## src/rtl/wb_pkg.sv

```systemverilog
// Shared types and default widths for the write-back arbiter.
// The NORMAL/DRAIN state type is only used when WB_STARVE_GUARD_EN is defined.
package wb_pkg;

    localparam int WB_DATA_W = 32;
    localparam int WB_ADDR_W = 5;

    typedef enum logic {
        NORMAL = 1'b0,
        DRAIN  = 1'b1
    } wb_state_t;

    typedef struct packed {
        logic [WB_ADDR_W-1:0] rd;
        logic [WB_DATA_W-1:0] data;
    } wb_req_t;

endpackage

```

## src/rtl/wb_fifo.sv

```systemverilog
// Synchronous FIFO for load/NPU write-back results.
// It also exposes per-entry valid bits and destination registers for hazard tracking.
module wb_fifo
    import wb_pkg::*;
#(
    parameter int DEPTH  = 4,
    parameter int DATA_W = WB_DATA_W,
    parameter int ADDR_W = WB_ADDR_W
) (
    input  logic                     clk,
    input  logic                     rst_n,
    input  logic                     push,
    input  logic [ADDR_W-1:0]        push_rd,
    input  logic [DATA_W-1:0]        push_data,
    input  logic                     pop,
    output logic                     full,
    output logic                     empty,
    output logic [ADDR_W-1:0]        head_rd,
    output logic [DATA_W-1:0]        head_data,
    output logic [DEPTH-1:0]         entry_valid,
    output logic [DEPTH*ADDR_W-1:0]  entry_rd
);

    localparam int IDX_W = $clog2(DEPTH);
    localparam int PTR_W = IDX_W + 1;

    logic [PTR_W-1:0]  wr_ptr_q, wr_ptr_d;
    logic [PTR_W-1:0]  rd_ptr_q, rd_ptr_d;
    logic [PTR_W-1:0]  count;
    logic [IDX_W-1:0]  offset;
    logic [ADDR_W-1:0] rd_mem_q   [DEPTH];
    logic [ADDR_W-1:0] rd_mem_d   [DEPTH];
    logic [DATA_W-1:0] data_mem_q [DEPTH];
    logic [DATA_W-1:0] data_mem_d [DEPTH];

    // The extra pointer bit tells a full FIFO apart from an empty one.
    assign count = wr_ptr_q - rd_ptr_q;
    assign empty = (wr_ptr_q == rd_ptr_q);
    assign full  = (wr_ptr_q[IDX_W] != rd_ptr_q[IDX_W]) &&
                   (wr_ptr_q[IDX_W-1:0] == rd_ptr_q[IDX_W-1:0]);

    assign head_rd   = rd_mem_q[rd_ptr_q[IDX_W-1:0]];
    assign head_data = data_mem_q[rd_ptr_q[IDX_W-1:0]];

    always_comb begin
        wr_ptr_d   = wr_ptr_q;
        rd_ptr_d   = rd_ptr_q;
        rd_mem_d   = rd_mem_q;
        data_mem_d = data_mem_q;
        if (push && !full) begin
            rd_mem_d[wr_ptr_q[IDX_W-1:0]]   = push_rd;
            data_mem_d[wr_ptr_q[IDX_W-1:0]] = push_data;
            wr_ptr_d                        = wr_ptr_q + PTR_W'(1);
        end
        if (pop && !empty) begin
            rd_ptr_d = rd_ptr_q + PTR_W'(1);
        end
    end

    // An entry is live when its distance from the read pointer is below the occupancy.
    always_comb begin
        entry_valid = '0;
        entry_rd    = '0;
        offset      = '0;
        for (int i = 0; i < DEPTH; i++) begin
            offset         = IDX_W'(i) - rd_ptr_q[IDX_W-1:0];
            entry_valid[i] = ({1'b0, offset} < count);
            entry_rd[i*ADDR_W +: ADDR_W] = rd_mem_q[i];
        end
    end

    always_ff @(posedge clk) begin
        if (!rst_n) begin
            wr_ptr_q <= '0;
            rd_ptr_q <= '0;
        end else begin
            wr_ptr_q <= wr_ptr_d;
            rd_ptr_q <= rd_ptr_d;
        end
    end

    always_ff @(posedge clk) begin
        rd_mem_q   <= rd_mem_d;
        data_mem_q <= data_mem_d;
    end

endmodule

```

## src/rtl/wb_arbiter.sv

```systemverilog
// Write-back arbiter: ALU results win the register file port, load/NPU results queue in wb_fifo.
// Define WB_STARVE_GUARD_EN to add the NORMAL/DRAIN starvation guard and the STARVE_LIMIT parameter.
module wb_arbiter
    import wb_pkg::*;
#(
    parameter int DATA_W     = WB_DATA_W,
    parameter int ADDR_W     = WB_ADDR_W,
    parameter int FIFO_DEPTH = 4
`ifdef WB_STARVE_GUARD_EN
    ,
    parameter int STARVE_LIMIT = 8
`endif
) (
    input  logic                  clk,
    input  logic                  rst_n,
    input  logic                  alu_valid,
    input  logic [ADDR_W-1:0]     alu_rd,
    input  logic [DATA_W-1:0]     alu_data,
    input  logic                  lsu_valid,
    output logic                  lsu_ready,
    input  logic [ADDR_W-1:0]     lsu_rd,
    input  logic [DATA_W-1:0]     lsu_data,
    output logic                  rf_we,
    output logic [ADDR_W-1:0]     rf_rd_addr,
    output logic [DATA_W-1:0]     rf_rd_data,
    output logic [2**ADDR_W-1:0]  pend_mask,
    output logic                  alu_stall
);

    localparam int NREG = 2**ADDR_W;

    logic                         fifo_full;
    logic                         fifo_empty;
    logic                         fifo_pop;
    logic                         lsu_push;
    logic [ADDR_W-1:0]            head_rd;
    logic [DATA_W-1:0]            head_data;
    logic [FIFO_DEPTH-1:0]        entry_valid;
    logic [FIFO_DEPTH*ADDR_W-1:0] entry_rd;
    logic                         alu_wr;
    logic                         alu_sel;
    logic                         rf_we_q, rf_we_d;
    logic [ADDR_W-1:0]            rf_rd_addr_q, rf_rd_addr_d;
    logic [DATA_W-1:0]            rf_rd_data_q, rf_rd_data_d;
    logic [NREG-1:0]              pend_mask_c;

    // Writes to r0 are dropped here; an r0 load still completes its handshake.
    assign alu_wr    = alu_valid && (alu_rd != '0);
    assign lsu_ready = !fifo_full;
    assign lsu_push  = lsu_valid && !fifo_full && (lsu_rd != '0);

    wb_fifo #(
        .DEPTH  (FIFO_DEPTH),
        .DATA_W (DATA_W),
        .ADDR_W (ADDR_W)
    ) u_fifo (
        .clk         (clk),
        .rst_n       (rst_n),
        .push        (lsu_push),
        .push_rd     (lsu_rd),
        .push_data   (lsu_data),
        .pop         (fifo_pop),
        .full        (fifo_full),
        .empty       (fifo_empty),
        .head_rd     (head_rd),
        .head_data   (head_data),
        .entry_valid (entry_valid),
        .entry_rd    (entry_rd)
    );

`ifdef WB_STARVE_GUARD_EN
    localparam int CNT_W = $clog2(STARVE_LIMIT + 1);

    wb_state_t        state_q, state_d;
    logic [CNT_W-1:0] starve_cnt_q, starve_cnt_d;
    logic             alu_stall_q, alu_stall_d;

    // While draining, the FIFO owns the port and any ALU result is ignored.
    assign alu_sel   = alu_wr && (state_q == NORMAL);
    assign fifo_pop  = !fifo_empty && !alu_sel;
    assign alu_stall = alu_stall_q;

    always_comb begin
        state_d      = state_q;
        starve_cnt_d = starve_cnt_q;
        alu_stall_d  = alu_stall_q;
        case (state_q)
            NORMAL: begin
                if (fifo_empty || fifo_pop) begin
                    starve_cnt_d = '0;
                end else begin
                    starve_cnt_d = starve_cnt_q + CNT_W'(1);
                    if (starve_cnt_d == CNT_W'(STARVE_LIMIT)) begin
                        state_d     = DRAIN;
                        alu_stall_d = 1'b1;
                    end
                end
            end
            DRAIN: begin
                if (fifo_empty) begin
                    state_d      = NORMAL;
                    alu_stall_d  = 1'b0;
                    starve_cnt_d = '0;
                end
            end
            default: begin
                state_d      = NORMAL;
                alu_stall_d  = 1'b0;
                starve_cnt_d = '0;
            end
        endcase
    end

    always_ff @(posedge clk) begin
        if (!rst_n) begin
            state_q      <= NORMAL;
            starve_cnt_q <= '0;
            alu_stall_q  <= 1'b0;
        end else begin
            state_q      <= state_d;
            starve_cnt_q <= starve_cnt_d;
            alu_stall_q  <= alu_stall_d;
        end
    end
`else
    assign alu_sel   = alu_wr;
    assign fifo_pop  = !fifo_empty && !alu_wr;
    assign alu_stall = 1'b0;
`endif

    always_comb begin
        rf_we_d      = 1'b0;
        rf_rd_addr_d = rf_rd_addr_q;
        rf_rd_data_d = rf_rd_data_q;
        if (alu_sel) begin
            rf_we_d      = 1'b1;
            rf_rd_addr_d = alu_rd;
            rf_rd_data_d = alu_data;
        end else if (fifo_pop) begin
            rf_we_d      = 1'b1;
            rf_rd_addr_d = head_rd;
            rf_rd_data_d = head_data;
        end
    end

    always_ff @(posedge clk) begin
        if (!rst_n) begin
            rf_we_q      <= 1'b0;
            rf_rd_addr_q <= '0;
            rf_rd_data_q <= '0;
        end else begin
            rf_we_q      <= rf_we_d;
            rf_rd_addr_q <= rf_rd_addr_d;
            rf_rd_data_q <= rf_rd_data_d;
        end
    end

    assign rf_we      = rf_we_q;
    assign rf_rd_addr = rf_rd_addr_q;
    assign rf_rd_data = rf_rd_data_q;

    // Every write not yet committed, queued or in the output stage, marks its register busy.
    always_comb begin
        pend_mask_c = '0;
        for (int i = 0; i < FIFO_DEPTH; i++) begin
            if (entry_valid[i]) begin
                pend_mask_c[entry_rd[i*ADDR_W +: ADDR_W]] = 1'b1;
            end
        end
        if (rf_we_q) begin
            pend_mask_c[rf_rd_addr_q] = 1'b1;
        end
    end

    assign pend_mask = pend_mask_c;

endmodule
```

## config.mk

```make
export PLATFORM = sky130hd
export DESIGN_NAME = wb_arbiter
export DESIGN_NICKNAME = d
export VERILOG_FILES = /design/src/rtl/wb_pkg.sv /design/src/rtl/wb_fifo.sv /design/src/rtl/wb_arbiter.sv
export SDC_FILE = /design/constraint.sdc
export NUM_CORES = 1
export LEC_CHECK = 0
export BUFFER_PORTS_ARGS = -buffer_cell sky130_fd_sc_hd__buf_2
export CAP_MARGIN = 5
export CELL_PAD_IN_SITES_DETAIL_PLACEMENT = 1
export CELL_PAD_IN_SITES_GLOBAL_PLACEMENT = 1
export CORE_AREA = 2 2 146 148
export DETAILED_ROUTE_END_ITERATION = 8
export DIE_AREA = 0 0 148 150
export HOLD_SLACK_MARGIN = 0.12
export PLACE_DENSITY = 0.89
export SLEW_MARGIN = 20
export SYNTH_ARGS = -nofsm -noshare
export SYNTH_HDL_FRONTEND = slang
export SYNTH_SLANG_ARGS = --single-unit
```

## constraint.sdc

```tcl
create_clock -name clk -period 5.1 [get_ports clk]
set_input_delay 0.255 -clock clk [delete_from_list [all_inputs] [get_ports clk]]
set_output_delay 0.255 -clock clk [all_outputs]
set_load 0.05 [all_outputs]
```

# Yosys cells after proc, flatten, opt, wreduce, memory -nomap -nowiden
# Index checks and enable logic that the tools add are counted.
totals:
  ff_bits: 192
  in_bits: 78
  output_inout_bits: 72
  word_cells: 98
op_classes:
  add_sub_neg: 7
  magnitude_cmp: 17
  eq_ne: 3
  muxes: 33
  bitwise: 6
  n_reduce_logical: 19
ops:
  columns: ["cell", "n"]
  rows:
  - ["2-to-1 mux 32 bit", 10]
  - ["bitwise mux 128 bit", 1]
  - ["OR 32 bit", 4]
  - ["binary-select mux 32 bit (select 2 bit)", 1]
  - ["demux 32 bit (select 2 bit)", 1]
  - ["< comparator 5 x 6 -> 1 bit (second input constant)", 5]
  - ["demux 1 bit (select 5 bit)", 5]
  - ["greater-or-equal comparator 5 x 1 -> 1 bit (second input constant)", 5]
  - ["2-to-1 mux 5 bit", 5]
  - ["bitwise mux 20 bit", 1]
  - ["logical AND 1 bit", 13]
  - ["< comparator 2 x 3 -> 1 bit", 4]
  - ["binary-select mux 5 bit (select 2 bit)", 1]
  - ["demux 5 bit (select 2 bit)", 1]
  - ["nonzero test 5 bit", 2]
  - ["2-to-1 mux 1 bit", 7]
  - ["adder 3 x 1 -> 3 bit (second input constant)", 2]
  - ["greater-or-equal comparator 3 bit (second input constant)", 2]
  - ["inverter 2 -> 3 bit", 2]
  - ["subtractor 1 x 2 -> 2 bit (first input constant)", 2]
  - ["subtractor 2 bit (first input constant)", 2]
  - ["== test 3 bit", 1]
  - ["zero test 1 bit", 3]
  - ["< comparator 3 x 1 -> 1 bit (second input constant)", 1]
  - ["other kinds (4)", 4]

# Depth between registers and ports, before layout
# Gate-level depths: netlist (run 1).
depth:
  ltp_word: 13
  ltp_mapped: 12
  ltp_nobuf: 10

# Hierarchy
# A second synthesis (run 1) with hierarchy kept.
hier_totals:
  cells_unflattened: 709
  area_unflattened_um2: 9361.5
modules_own_cells:
  columns: ["module", "n_inst", "cells_per_inst", "area_per_inst_um2", "seq_area_each_um2"]
  rows:
  - ["wb_fifo", 1, 276, 6049.6, 4564.4]
  - ["wb_arbiter", 1, 433, 3311.9, 760.7]

# Least setup slack after synthesis (run 1)
# Ideal clock, no wire load.
synth_path:
  kind: "reg-to-reg"
  from: "register u_fifo.rd_ptr_q[1]"
  to: "register u_fifo.data_mem_q[0] (netlist name) (enable)"
  setup_ps: 431
  arrival_ps: 3343
  required_time_ps: 4669
  setup_slack_ps: 1326
  stages_incl_launch_ff: 8
  path_buffers: 2
  synth_period_minus_slack_ps: 3774
  cell_sequence: "dfxtp_1 -> buf_2 -> buf_1 -> inv_1 -> ha_1 -> nand2_1 -> o221ai_2 -> nor2_1"
synth_between:
  elab_chain_cells: 6
synth_rtl:
  columns: ["element", "line_no", "text"]
  rows:
  - ["start: declaration", "wb_fifo.sv:28", "logic [PTR_W-1:0] rd_ptr_q, rd_ptr_d;"]
  - ["start signal: assignment", "wb_fifo.sv:78", "rd_ptr_q <= rd_ptr_d;"]
  - ["== test 2 bit *", "wb_fifo.sv:40", "(wr_ptr_q[IDX_W-1:0] == rd_ptr_q[IDX_W-1:0]);"]
  - ["logical AND 1 bit *", "wb_fifo.sv:39", "assign full = (wr_ptr_q[IDX_W] != rd_ptr_q[IDX_W]) &&"]
  - ["zero test 1 bit *", "wb_fifo.sv:50, wb_arbiter.sv:50", null]
  - ["logical AND 1 bit (2 in series)", "wb_arbiter.sv:50", "assign lsu_push = lsu_valid && !fifo_full && (lsu_rd != '0);"]
  - ["logical AND 1 bit *", "wb_fifo.sv:50", "if (push && !full) begin"]
  - ["end signal: assignment", "wb_fifo.sv:84", "data_mem_q <= data_mem_d;"]
  - ["end: declaration", "wb_fifo.sv:33", "logic [DATA_W-1:0] data_mem_q [DEPTH];"]
# Mark *: on every way between the ends. The rest lies on a longest branch, timed or not.
# A chain may end at the register's enable or synchronous reset.

# Worst setup path in the final report (run 1)
layout_path:
  from: "register u_fifo.wr_ptr_q[0]"
  to: "output pend_mask[16]"
layout_between:
  elab_chain_cells: 11
  elab_cells_between_ends: 14
  cone_classes: "1 x add/sub; 4 x order compare; 5 x mux; 4 x bitwise"
layout_rtl:
  columns: ["element", "line_no", "text"]
  rows:
  - ["start: declaration", "wb_fifo.sv:27", "logic [PTR_W-1:0] wr_ptr_q, wr_ptr_d;"]
  - ["start signal: assignment", "wb_fifo.sv:77", "wr_ptr_q <= wr_ptr_d;"]
  - ["subtractor 3 bit *", "wb_fifo.sv:37", "assign count = wr_ptr_q - rd_ptr_q;"]
  - ["< comparator 2 x 3 -> 1 bit", "wb_fifo.sv:67", "entry_valid[i] = ({1'b0, offset} < count);"]
  - ["2-to-1 mux 32 bit", "wb_arbiter.sv:166", "if (entry_valid[i]) begin"]
  - ["OR 32 bit (no line)", null, null]
  - ["2-to-1 mux 32 bit", "wb_arbiter.sv:166", null]
  - ["OR 32 bit (no line)", null, null]
  - ["2-to-1 mux 32 bit", "wb_arbiter.sv:166", null]
  - ["OR 32 bit (no line)", null, null]
  - ["2-to-1 mux 32 bit *", "wb_arbiter.sv:166", null]
  - ["OR 32 bit (no line)", null, null]
  - ["2-to-1 mux 32 bit *", "wb_arbiter.sv:170", "if (rf_we_q) begin"]
  - ["end: declaration", "wb_arbiter.sv:26", "output logic [2**ADDR_W-1:0] pend_mask,"]
# Marks and branches as above.

==> summary.md, run 1 <==
| Metric | Value |
|---|---|
| Run status | `finished, final reports clean` |
| Avg Cell Area, Syn | `11.98 um^2` |
| Metal2 WL | `17,710 um` |
| Setup tns final | `0 ps` |
| First-pass GRT wire length | `50,900 um` |
| Gpl congestion | `0.9115` |
| Clock power frac | `29.0%` |
| Slew headroom | `26.73%` |
| Finished Cell Area | `11,110 um^2` |
| Main synth FF type | `edfxtp_1` |
| Final setup fails | `0` |
| Initial Util | `44.25%` |
| Sequential share of power | `42.1%` |
| Number of synthesized flops with an enable pin | `148` |
| P per Cell Area | `401.8 nW/um^2` |
| Worst Hold Class | `in2reg` |
| Net Count, Synth | `855` |
| Slew Limit Fails | `0` |
| Std cell rows | `53` |
| Total GRT Usage | `31.10%` |
| Fin. Hold Viols | `0` |
| Via count | `7,625` |
| Layout cells sized above 1 | `26.23%` |
| RR Startpoint | `u_fifo.rd_ptr_q[0]$_SDFFE_PN0P_` |
| Most frequent cells in the layout | `buf_2 (148), edfxtp_1 (148), a21oi_1 (90)` |
| Total CTS buffers | `17` |
| Clock Tree Buf Depth | `2` |
| Actual slew at the worst max-slew pin | `1096 ps` |
| Worst Path Required | `4850 ps` |
| Clk sink count | `192` |
| Die span in x | `148 um` |
| Logic pwr share | `29.0%` |
| Antenna violations before repair | `1` |
| Critical path data arrival time | `4130 ps` |
| Pin count of the biggest net entering global routing | `42` |
| Antenna Nets Post-Route | `0` |
| Post-CTS Resized | `0` |
| Routed vias/inst | `6.302` |
| CP endpoint kind | `output pin` |
| Layout fillers | `2,196` |
| 1st-pass router iterations | `8` |
| I/O pin cnt | `150` |
| Mapped Cells | `764` |
| Leak | `4.014 nW` |
| Final wirelength | `33,930 um` |
| Reg clk slew, reported paths | `70 ps` |
| Achievable Freq | `228.0 MHz` |
| Flop and latch count out of synthesis | `192` |
| NetSw | `1.662 mW` |
| Cell Area, Synth | `9155 um^2` |
| Final period util | `86.01%` |
| Startpoint types | `flip-flop` |
| Syn. warnings | `0` |
| 1st-iter DRT viols | `825` |
| Hold path cells | `3` |
| CTS root buf | `clkbuf_16` |
| Total Power | `4.463 mW` |
| Worst R2R Setup Slack | `1420 ps` |
| Max FO, Critical Path | `17` |
| Clk_skew | `18.76 ps` |
| HPWL Detailed | `20,610 um` |
| Port Buffers | `148` |
| Post-CTS Setup Inserts | `0` |
| H-Tree Depth | `4` |
| Critical path origin | `u_fifo.wr_ptr_q[0]$_SDFFE_PN0P_` |
| Peak VDD IR | `0.0003329 V` |
| Die Area | `22,200 um^2` |
| Cell Int Power | `2.801 mW` |
| Final Core Density | `53.68%` |
| Number of global-route vias before repair | `8,017` |
| Crit path to | `pend_mask[16]` |
| Total global routing overflow | `0` |
| Fin crit period | `4386 ps` |
| Cell count of the worst reg-to-reg path | `7` |
| Synth cell types | `50` |
| Fin nets | `1,012` |
| Share of synthesized flip-flops with an asynchronous set or reset | `0%` |
| Area Growth Syn to Fin | `21.31%` |
| Placed Area | `10,090 um^2` |
| Met3 routed WL | `2101 um` |
| Max Cap Violations | `0` |
| Sequential share of the synthesized area | `58.17%` |
| TritonCTS clock tree | `built` |
| Crit path kind | `reg2out` |
| Core Box Area | `20,690 um^2` |
| Switching Share | `37.23%` |
| WL/cell | `28.04 um` |
| Clk Latency, worst-skew pair | `440 ps` |
| FF-to-FF End | `u_fifo.data_mem_q[42]$_DFFE_PP_` |
| RSZ-0062 raised after global routing | `false` |
| Top Layer Used | `met4` |
| Die Height | `150 um` |
| M1 WL | `12,860 um` |
| # DRC | `0` |
## routing by layer
layer  track usage [%]  vias up
li1                  -     3249
met1             37.27     3861
met2             54.91      426
met3             5.457       89
met4             14.05        0
met5                 0        -
## worst min-delay path by stage
stage,startpoint,endpoint,slack [ps]
floorplan,lsu_data[0],u_fifo.data_mem_q[0]$_DFFE_PP_,350
global placement,lsu_data[29],u_fifo.data_mem_q[125]$_DFFE_PP_,470
detailed placement,lsu_data[26],u_fifo.data_mem_q[122]$_DFFE_PP_,480
CTS,alu_data[11],rf_rd_data[11]$_SDFFE_PN0P_,120
global route,alu_data[2],rf_rd_data[2]$_SDFFE_PN0P_,130
finish,alu_data[2],rf_rd_data[2]$_SDFFE_PN0P_,110
## power by group through the flow
stage / Clock (mW) / Sequential [mW] / Combinational (mW)
after floorplan: 0 / 2.01 / 0.750
after global placement: 0 / 1.89 / 1.18
after detailed placement: 0 / 1.90 / 1.21
after CTS: 1.26 / 1.87 / 1.26
after global routing: 1.35 / 1.89 / 1.37
final: 1.29 / 1.88 / 1.29
## worst max-delay path, cell delays in order, from the launching register on
cell and delay (ps):
dfxtp_1 380, inv_1 210, ha_1 290, inv_1 90, fa_1 500, inv_1 90
ha_1 270, nor2b_1 140, o21ai_2 540, buf_4 320, or4bb_1 500, nand4_1 90
buf_2 270
## layout make-up
cell class | count | area [um^2] | area share (%)
Sequential cell | 192 | 5328 | 47.97
Multi-Input combinational cell | 491 | 3542 | 31.89
Timing Repair Buffer | 205 | 1284 | 11.56
Clock buffer | 17 | 425.4 | 3.831
Tap cell | 275 | 344.1 | 3.098
Clock inverter | 15 | 127.6 | 1.149
Inverter | 14 | 52.55 | 0.4732
Antenna cell | 1 | 2.502 | 0.02253
## stage by stage
stage	worst slack (ps)	hold WS, ps	std cells
final	713.6	115.0	1210
after floorplan	1326	353.9	764
after global routing	508.5	126.3	1210
after global placement	1395	469.0	1131
after CTS	729.4	124.3	1208
after detailed placement	1331	478.9	1131
## flip-flops by register name (all words and copies together), names as in the netlist
signal,flops
u_fifo.data_mem_q,128
rf_rd_data,32
u_fifo.entry_rd,20
rf_rd_addr,5
u_fifo.rd_ptr_q,3
u_fifo.wr_ptr_q,3
rf_we,1
## Yosys cell counts (all sizes together) (17+ instances only)
master | count | area, um^2
o21ai | 44 | 227.7
nand3 | 60 | 300.3
a21oi | 90 | 450.4
nand2 | 52 | 195.2
mux4 | 37 | 833.3
nand4b | 17 | 148.9
buf | 22 | 116.4
nor2 | 44 | 165.2
nand4 | 33 | 206.5
edfxtp | 148 | 4444
dfxtp | 44 | 880.8
clkbuf | 45 | 168.9
## cells by family (layout without fill, tap and decap cells)
family                   after synthesis  count (layout)  synth area share, %
flip-flops                           192             192                58.17
adder cells (fa/ha/maj)               13              13                1.859
AO/OA/AOI/OAI                        167             167                10.21
buffers and inverters                 81             251                3.690
multiplexers                          41              41                9.539
XOR/XNOR                               4               4               0.5603
AND/OR/NAND/NOR                      265             265                15.94
other                                  1               2              0.04096
## timing repair
action	in CTS	in global routing
hold buffers	45	1
hold endpoints to repair	156	1
endpoints found under the setup margin	0	0
Power figures use the tool's default switching activity.
==> run 2: changes to the inputs <==
--- a/config.mk
+++ b/config.mk
@@ -14,6 +14,7 @@
 export DIE_AREA = 0 0 148 150
 export HOLD_SLACK_MARGIN = 0.12
 export PLACE_DENSITY = 0.89
+export RECOVER_POWER = 100
 export SLEW_MARGIN = 20
 export SYNTH_ARGS = -nofsm -noshare
 export SYNTH_HDL_FRONTEND = slang
==> run 2 against run 1 <==
Effect of this change: the run now ends with capacitance limit, slew limit left; fmax down 5.9%; setup slack worse by 280 ps; hold slack worse by 2.4 ps; design area down 1.4%; critical path depth down 1; critical endpoint is now pend_mask[28]; routed wire length about the same; sequential power about the same.
==> summary.md, run 2 (same netlist as run 1, synthesis figures left out) <==
| Metric | Value |
|---|---|
| Crit path kind | `reg2out` |
| Non-Filler Instances | `1,210` |
| Critical path data arrival time | `4410 ps` |
| Most frequent cells in the layout | `edfxtp_1 (148), clkbuf_1 (96), a21oi_1 (90)` |
| H-Tree Depth | `4` |
| Setup tns final | `0 ps` |
| Buf/Inv on CP | `4` |
| Failing checks | `capacitance limit, slew limit` |
| Reg clk slew, reported paths | `70 ps` |
| Routed vias/inst | `6.318` |
| Post-CTS Setup Inserts | `0` |
| Cell Int Power | `2.780 mW` |
| Largest Register | `u_fifo.data_mem_q` |
| CP max stage cell | `a21boi_0` |
| Total GRT Usage | `31.10%` |
| Initial Util | `44.25%` |
| Number of flip-flops in the largest register | `128` |
| Layout fillers | `2,245` |
| Port Buffers | `148` |
| Run status | `finished with violations` |
| Number of global-route vias before repair | `8,017` |
| 1st-pass router iterations | `5` |
| Std cell rows | `53` |
| Gpl congestion | `0.9115` |
| Die Area | `22,200 um^2` |
| Fin nets | `1,012` |
| Clk Latency, worst-skew pair | `440 ps` |
| Total global routing overflow | `0` |
| Startpoint types | `flip-flop` |
| Final setup fails | `0` |
| CTS root buf | `clkbuf_16` |
| Slew headroom | `-30.43%` |
| Switching Share | `37.38%` |
| Clock Tree Buf Depth | `2` |
| Commonest non-fill, non-tap cell in the layout | `edfxtp_1` |
| Peak VDD IR | `0.0003305 V` |
| Final wirelength | `33,900 um` |
| I/O pin cnt | `150` |
| Hold path cells | `3` |
| Final period util | `91.45%` |
| Core Box Area | `20,690 um^2` |
| Fin. Hold Viols | `0` |
| Leak | `3.678 nW` |
| 1st-iter DRT viols | `755` |
| Clock power frac | `29.1%` |
| Placed Cells incl. Taps | `1,131` |
| Worst Hold Class | `in2reg` |
| First-pass GRT wire length | `50,900 um` |
| Post-CTS Resized | `0` |
| # DRC | `0` |
| Slew Limit Fails | `133` |
| TritonCTS clock tree | `built` |
| Clk_skew | `15.52 ps` |
| WL/cell | `28.01 um` |
| HPWL Detailed | `20,610 um` |
| Total CTS buffers | `17` |
| Cell count of the worst reg-to-reg path | `7` |
| Register area | `5326 um^2` |
| Fin crit period | `4664 ps` |
| Logic pwr share | `28.6%` |
| Cts-stage hold buffer count | `45` |
| Area Growth Syn to Fin | `19.58%` |
| NetSw | `1.659 mW` |
| Levels on crit path | `11` |
| Sequential share of power | `42.3%` |
| Critical-path cell list | `inv_1 > ha_1 > inv_1 > fa_1 > inv_1 > ha_1 > o21bai_1 > a21boi_0 > a32oi_1 > o211ai_1 > clkbuf_1` |
| Pin count of the biggest net entering global routing | `42` |
| Achievable Freq | `214.4 MHz` |
| Actual slew at the worst max-slew pin | `1951 ps` |
| RSZ-0062 raised after global routing | `false` |
| Clk sink count | `192` |
| Antenna violations before repair | `1` |
| Crit-path max cell delay | `1110 ps` |
| Via count | `7,645` |
| Max FO, Critical Path | `7` |
| P per Cell Area | `405.5 nW/um^2` |
| Die Height | `150 um` |
| Crit-path most repeated cell | `inv_1` |
| Layout cells sized above 1 | `15.63%` |
| Die span in x | `148 um` |
| Max Cap Violations | `4` |
| Antenna Nets Post-Route | `0` |
| CP endpoint kind | `output pin` |
| Top delay family on crit path | `compound AO/OA/AOI/OAI gates` |
| Multi-input logic area | `3511 um^2` |
| Worst Path Required | `4850 ps` |
-- run 2: cell types whose count changed in the layout (fill, tap and decap cells not counted), moves of 2 or more --
cell,before,now
buf_2,148,54
nor2_4,5,1
buf_4,11,9
nor2_2,0,4
clkbuf_1,0,96
-- run 2: worst reg2reg max path: cells and delay by family (launching register included) --
kind | cells | cell delay [ps]
simple gates | 2 | 890
buf+inv | 3 | 1930
fa+ha+maj | 1 | 400
compound gates | 1 | 470
flops | 1 | 350
-- run 2: power groups by stage --
stage / clock network, mW / registers, mW / logic [mW]
floorplan: 0 / 2.01 / 0.750
global placement: 0 / 1.89 / 1.18
detailed placement: 0 / 1.90 / 1.21
CTS: 1.26 / 1.87 / 1.26
global route: 1.35 / 1.89 / 1.34
finish: 1.29 / 1.88 / 1.27
-- run 2: metrics by stage --
stage	area (um^2)	setup WS [ps]	utilization, %	hold WS, ps	power (mW)
2_1_floorplan	9155	1326	-	353.9	2.759
3_3_place_gp	10090	1395	48.77	469.0	3.067
3_5_place_dp	10090	1331	48.77	478.9	3.117
4_1_cts	11090	729.4	53.62	124.3	4.396
5_1_grt	10950	283.9	52.91	126.3	4.582
6_report	10950	436.2	52.91	112.6	4.439
-- run 2: layout make-up --
class,count,area share (%)
antenna,1,0.02286
clock buffer,17,3.886
clock inverter,15,1.166
inverter,14,0.4800
multi-input combinational,491,32.07
sequential,192,48.65
tap,275,3.143
timing repair buffer,205,10.58
-- run 2: worst paths after layout --
| path | start | end | slack [ps] |
|---|---|---|---|
| setup / recovery | u_fifo.wr_ptr_q[0]$_SDFFE_PN0P_ | pend_mask[28] | 440 |
| hold / removal | alu_data[2] | rf_rd_data[2]$_SDFFE_PN0P_ | 110 |
| setup reg to reg | u_fifo.rd_ptr_q[0]$_SDFFE_PN0P_ | u_fifo.data_mem_q[73]$_DFFE_PP_ | 660 |
| hold reg to reg | rf_rd_data[30]$_SDFFE_PN0P_ | rf_rd_data[30]$_SDFFE_PN0P_ | 550 |
-- run 2: metal layers --
metal	global-route usage (%)	vias to the layer above	part of all wire [%]
met4	14.05	0	3.9
met3	5.457	95	6.4
met2	54.91	444	52
met1	37.27	3860	38
met5	0	-	0
li1	-	3246	-
==> run 3: changes to the inputs <==
--- a/config.mk
+++ b/config.mk
@@ -7,13 +7,11 @@
 export LEC_CHECK = 0
 export BUFFER_PORTS_ARGS = -buffer_cell sky130_fd_sc_hd__buf_2
 export CAP_MARGIN = 5
-export CELL_PAD_IN_SITES_DETAIL_PLACEMENT = 1
-export CELL_PAD_IN_SITES_GLOBAL_PLACEMENT = 1
-export CORE_AREA = 2 2 146 148
+export CORE_AREA = 2 2 130 132
 export DETAILED_ROUTE_END_ITERATION = 8
-export DIE_AREA = 0 0 148 150
+export DIE_AREA = 0 0 132 134
 export HOLD_SLACK_MARGIN = 0.12
-export PLACE_DENSITY = 0.89
+export PLACE_DENSITY = 0.9
 export RECOVER_POWER = 100
 export SLEW_MARGIN = 20
 export SYNTH_ARGS = -nofsm -noshare
==> run 3 against run 2 <==
Effect of this change: the run still ends with capacitance limit, slew limit left; sequential power is essentially flat; utilization up 15 points; critical endpoint is now pend_mask[12]; design area up 0.90%; largest power group unchanged; register-to-register slack better by 170 ps; fmax increased by 3.6%; clock power is 10% higher; first-iteration DRC count rose by 58%.
==> summary.md, run 3 (same netlist as run 1, synthesis figures left out) <==
| Metric | Value |
|---|---|
| Actual slew at the worst max-slew pin | `1949 ps` |
| Die Area | `17,690 um^2` |
| Clk Latency, worst-skew pair | `450 ps` |
| Peak VDD IR | `0.0003659 V` |
| Achievable Freq | `222.2 MHz` |
| Pin count of the biggest net entering global routing | `42` |
| WL/cell | `26.92 um` |
| Cell Int Power | `2.940 mW` |
| Fin crit period | `4501 ps` |
| Placed Area | `10,060 um^2` |
| Non-Filler Instances | `1,158` |
| I/O pin cnt | `150` |
| Logic pwr share | `27.9%` |
| Layout cells sized above 1 | `15.88%` |
| First-pass GRT wire length | `45,680 um` |
| NetSw | `1.638 mW` |
| Worst R2R Setup Slack | `830 ps` |
| Failing checks | `capacitance limit, slew limit` |
| H-Tree Depth | `4` |
| Max FO, Critical Path | `17` |
| Hold Path Origin | `alu_data[29]` |
| Total Power | `4.578 mW` |
| Antenna cells | `0` |
| Final setup fails | `0` |
| Run status | `finished with violations` |
| Max Cap Violations | `4` |
| Via count | `7,994` |
| Min-Delay Endpoint | `rf_rd_data[29]$_SDFFE_PN0P_` |
| Most frequent cells in the layout | `edfxtp_1 (148), a21oi_1 (90), clkbuf_1 (89)` |
| Initial Util | `56.20%` |
| Sequential share of power | `41.1%` |
| Finished Cell Area | `11,050 um^2` |
| Worst Path Required | `4850 ps` |
| Antenna violations before repair | `0` |
| Slew headroom | `-30.31%` |
| Total GRT Usage | `34.35%` |
| Met3 routed WL | `3450 um` |
| Startpoint types | `flip-flop` |
| Largest Register | `u_fifo.data_mem_q` |
| Routed vias/inst | `6.903` |
| Commonest non-fill, non-tap cell in the layout | `edfxtp_1` |
| Gpl congestion | `1.030` |
| Fin worst setup slack | `599.0 ps` |
| P per Cell Area | `414.4 nW/um^2` |
| Std cell rows | `47` |
| Critical path data arrival time | `4250 ps` |
| TritonCTS clock tree | `built` |
| Switching Share | `35.78%` |
| HPWL Detailed | `17,220 um` |
| 1st-iter DRT viols | `1,195` |
| M1 WL | `10,590 um` |
| Area Growth Syn to Fin | `20.66%` |
| Die span in x | `132 um` |
| Post-place setup slack | `1571 ps` |
| Hold path cells | `3` |
| FF-to-FF End | `u_fifo.data_mem_q[97]$_DFFE_PP_` |
| Setup tns final | `0 ps` |
| Reg clk slew, reported paths | `80 ps` |
| Metal2 WL | `15,390 um` |
| Core Box Area | `16,290 um^2` |
| RSZ-0062 raised after global routing | `false` |
| Placed Cells incl. Taps | `1,075` |
| Final Core Density | `67.82%` |
| Leak | `3.773 nW` |
| # DRC | `0` |
| CTS root buf | `clkbuf_16` |
| Clock power frac | `31.1%` |
| Number of flip-flops in the largest register | `128` |
| Port Buffers | `148` |
| Clk sink count | `192` |
| 1st-pass router iterations | `7` |
| Fin nets | `1,016` |
| Fin. Hold Viols | `0` |
| Clk_skew | `26.22 ps` |
| Die Height | `134 um` |
| Post-CTS Setup Inserts | `0` |
| Cell count of the worst reg-to-reg path | `7` |
| Final period util | `88.26%` |
| Top Layer Used | `met4` |
| Slew Limit Fails | `114` |
| Worst Hold Class | `in2reg` |
| Final wirelength | `31,180 um` |
| Hold_ws | `115.6 ps` |
| Total global routing overflow | `0` |
| RR Startpoint | `u_fifo.rd_ptr_q[0]$_SDFFE_PN0P_` |
| Crit path kind | `reg2out` |
| Total CTS buffers | `17` |
| Number of global-route vias before repair | `7,654` |
| CP endpoint kind | `output pin` |
| Clock Tree Buf Depth | `2` |
| Antenna Nets Post-Route | `0` |
## run 3: area by class of cell
| class | count | area, um^2 |
|---|---|---|
| clock buffers | 17 | 425.4 |
| repair buffers | 209 | 1272 |
| well taps | 220 | 275.3 |
| multi-input cells | 491 | 3498 |
| flip-flops and latches | 192 | 5326 |
| inverters | 14 | 52.55 |
| clock inverters | 15 | 196.4 |
| fillers | 1119 | 5243 |
## run 3: critical path: stages (launching register included)
cell,delay [ps]
dfxtp_1,440
inv_1,180
ha_1,260
inv_1,90
fa_1,420
inv_1,150
ha_1,280
nor2b_1,150
o21ai_2,590
clkbuf_1,620
a32oi_1,210
o211ai_1,130
buf_2,280
## run 3: routing by layer
layer / up-vias / GRT usage [%]
li1: 3252 / -
met1: 3794 / 42.15
met2: 779 / 57.90
met3: 169 / 7.483
met4: 0 / 17.33
met5: - / 0
## run 3: what timing repair did
item	CTS	global route
gates resized for setup	0	0
hold buffers	49	0
endpoints found under the hold margin	158	0
endpoints found under the setup margin	0	0
## run 3: how the worst max path moves through the flow
| stage | cells past startpoint | endpoint | from |
|---|---|---|---|
| global placement | 12 | pend_mask[12] | u_fifo.wr_ptr_q[0]$_SDFFE_PN0P_ |
| global route | 12 | pend_mask[28] | u_fifo.wr_ptr_q[0]$_SDFFE_PN0P_ |
| finish | 12 | pend_mask[12] | u_fifo.wr_ptr_q[0]$_SDFFE_PN0P_ |
| detailed placement | 12 | pend_mask[12] | u_fifo.wr_ptr_q[0]$_SDFFE_PN0P_ |
| CTS | 12 | pend_mask[12] | u_fifo.wr_ptr_q[0]$_SDFFE_PN0P_ |
| floorplan | 7 | u_fifo.data_mem_q[0]$_DFFE_PP_ | u_fifo.rd_ptr_q[1]$_SDFFE_PN0P_ |
## run 3: power by group through the flow
stage	sequential (mW)	combinational [mW]	clock, mW
floorplan	2.01	0.750	0
finish	1.88	1.28	1.42
global placement	1.89	1.16	0
CTS	1.87	1.24	1.40
global route	1.89	1.33	1.47
detailed placement	1.90	1.19	0
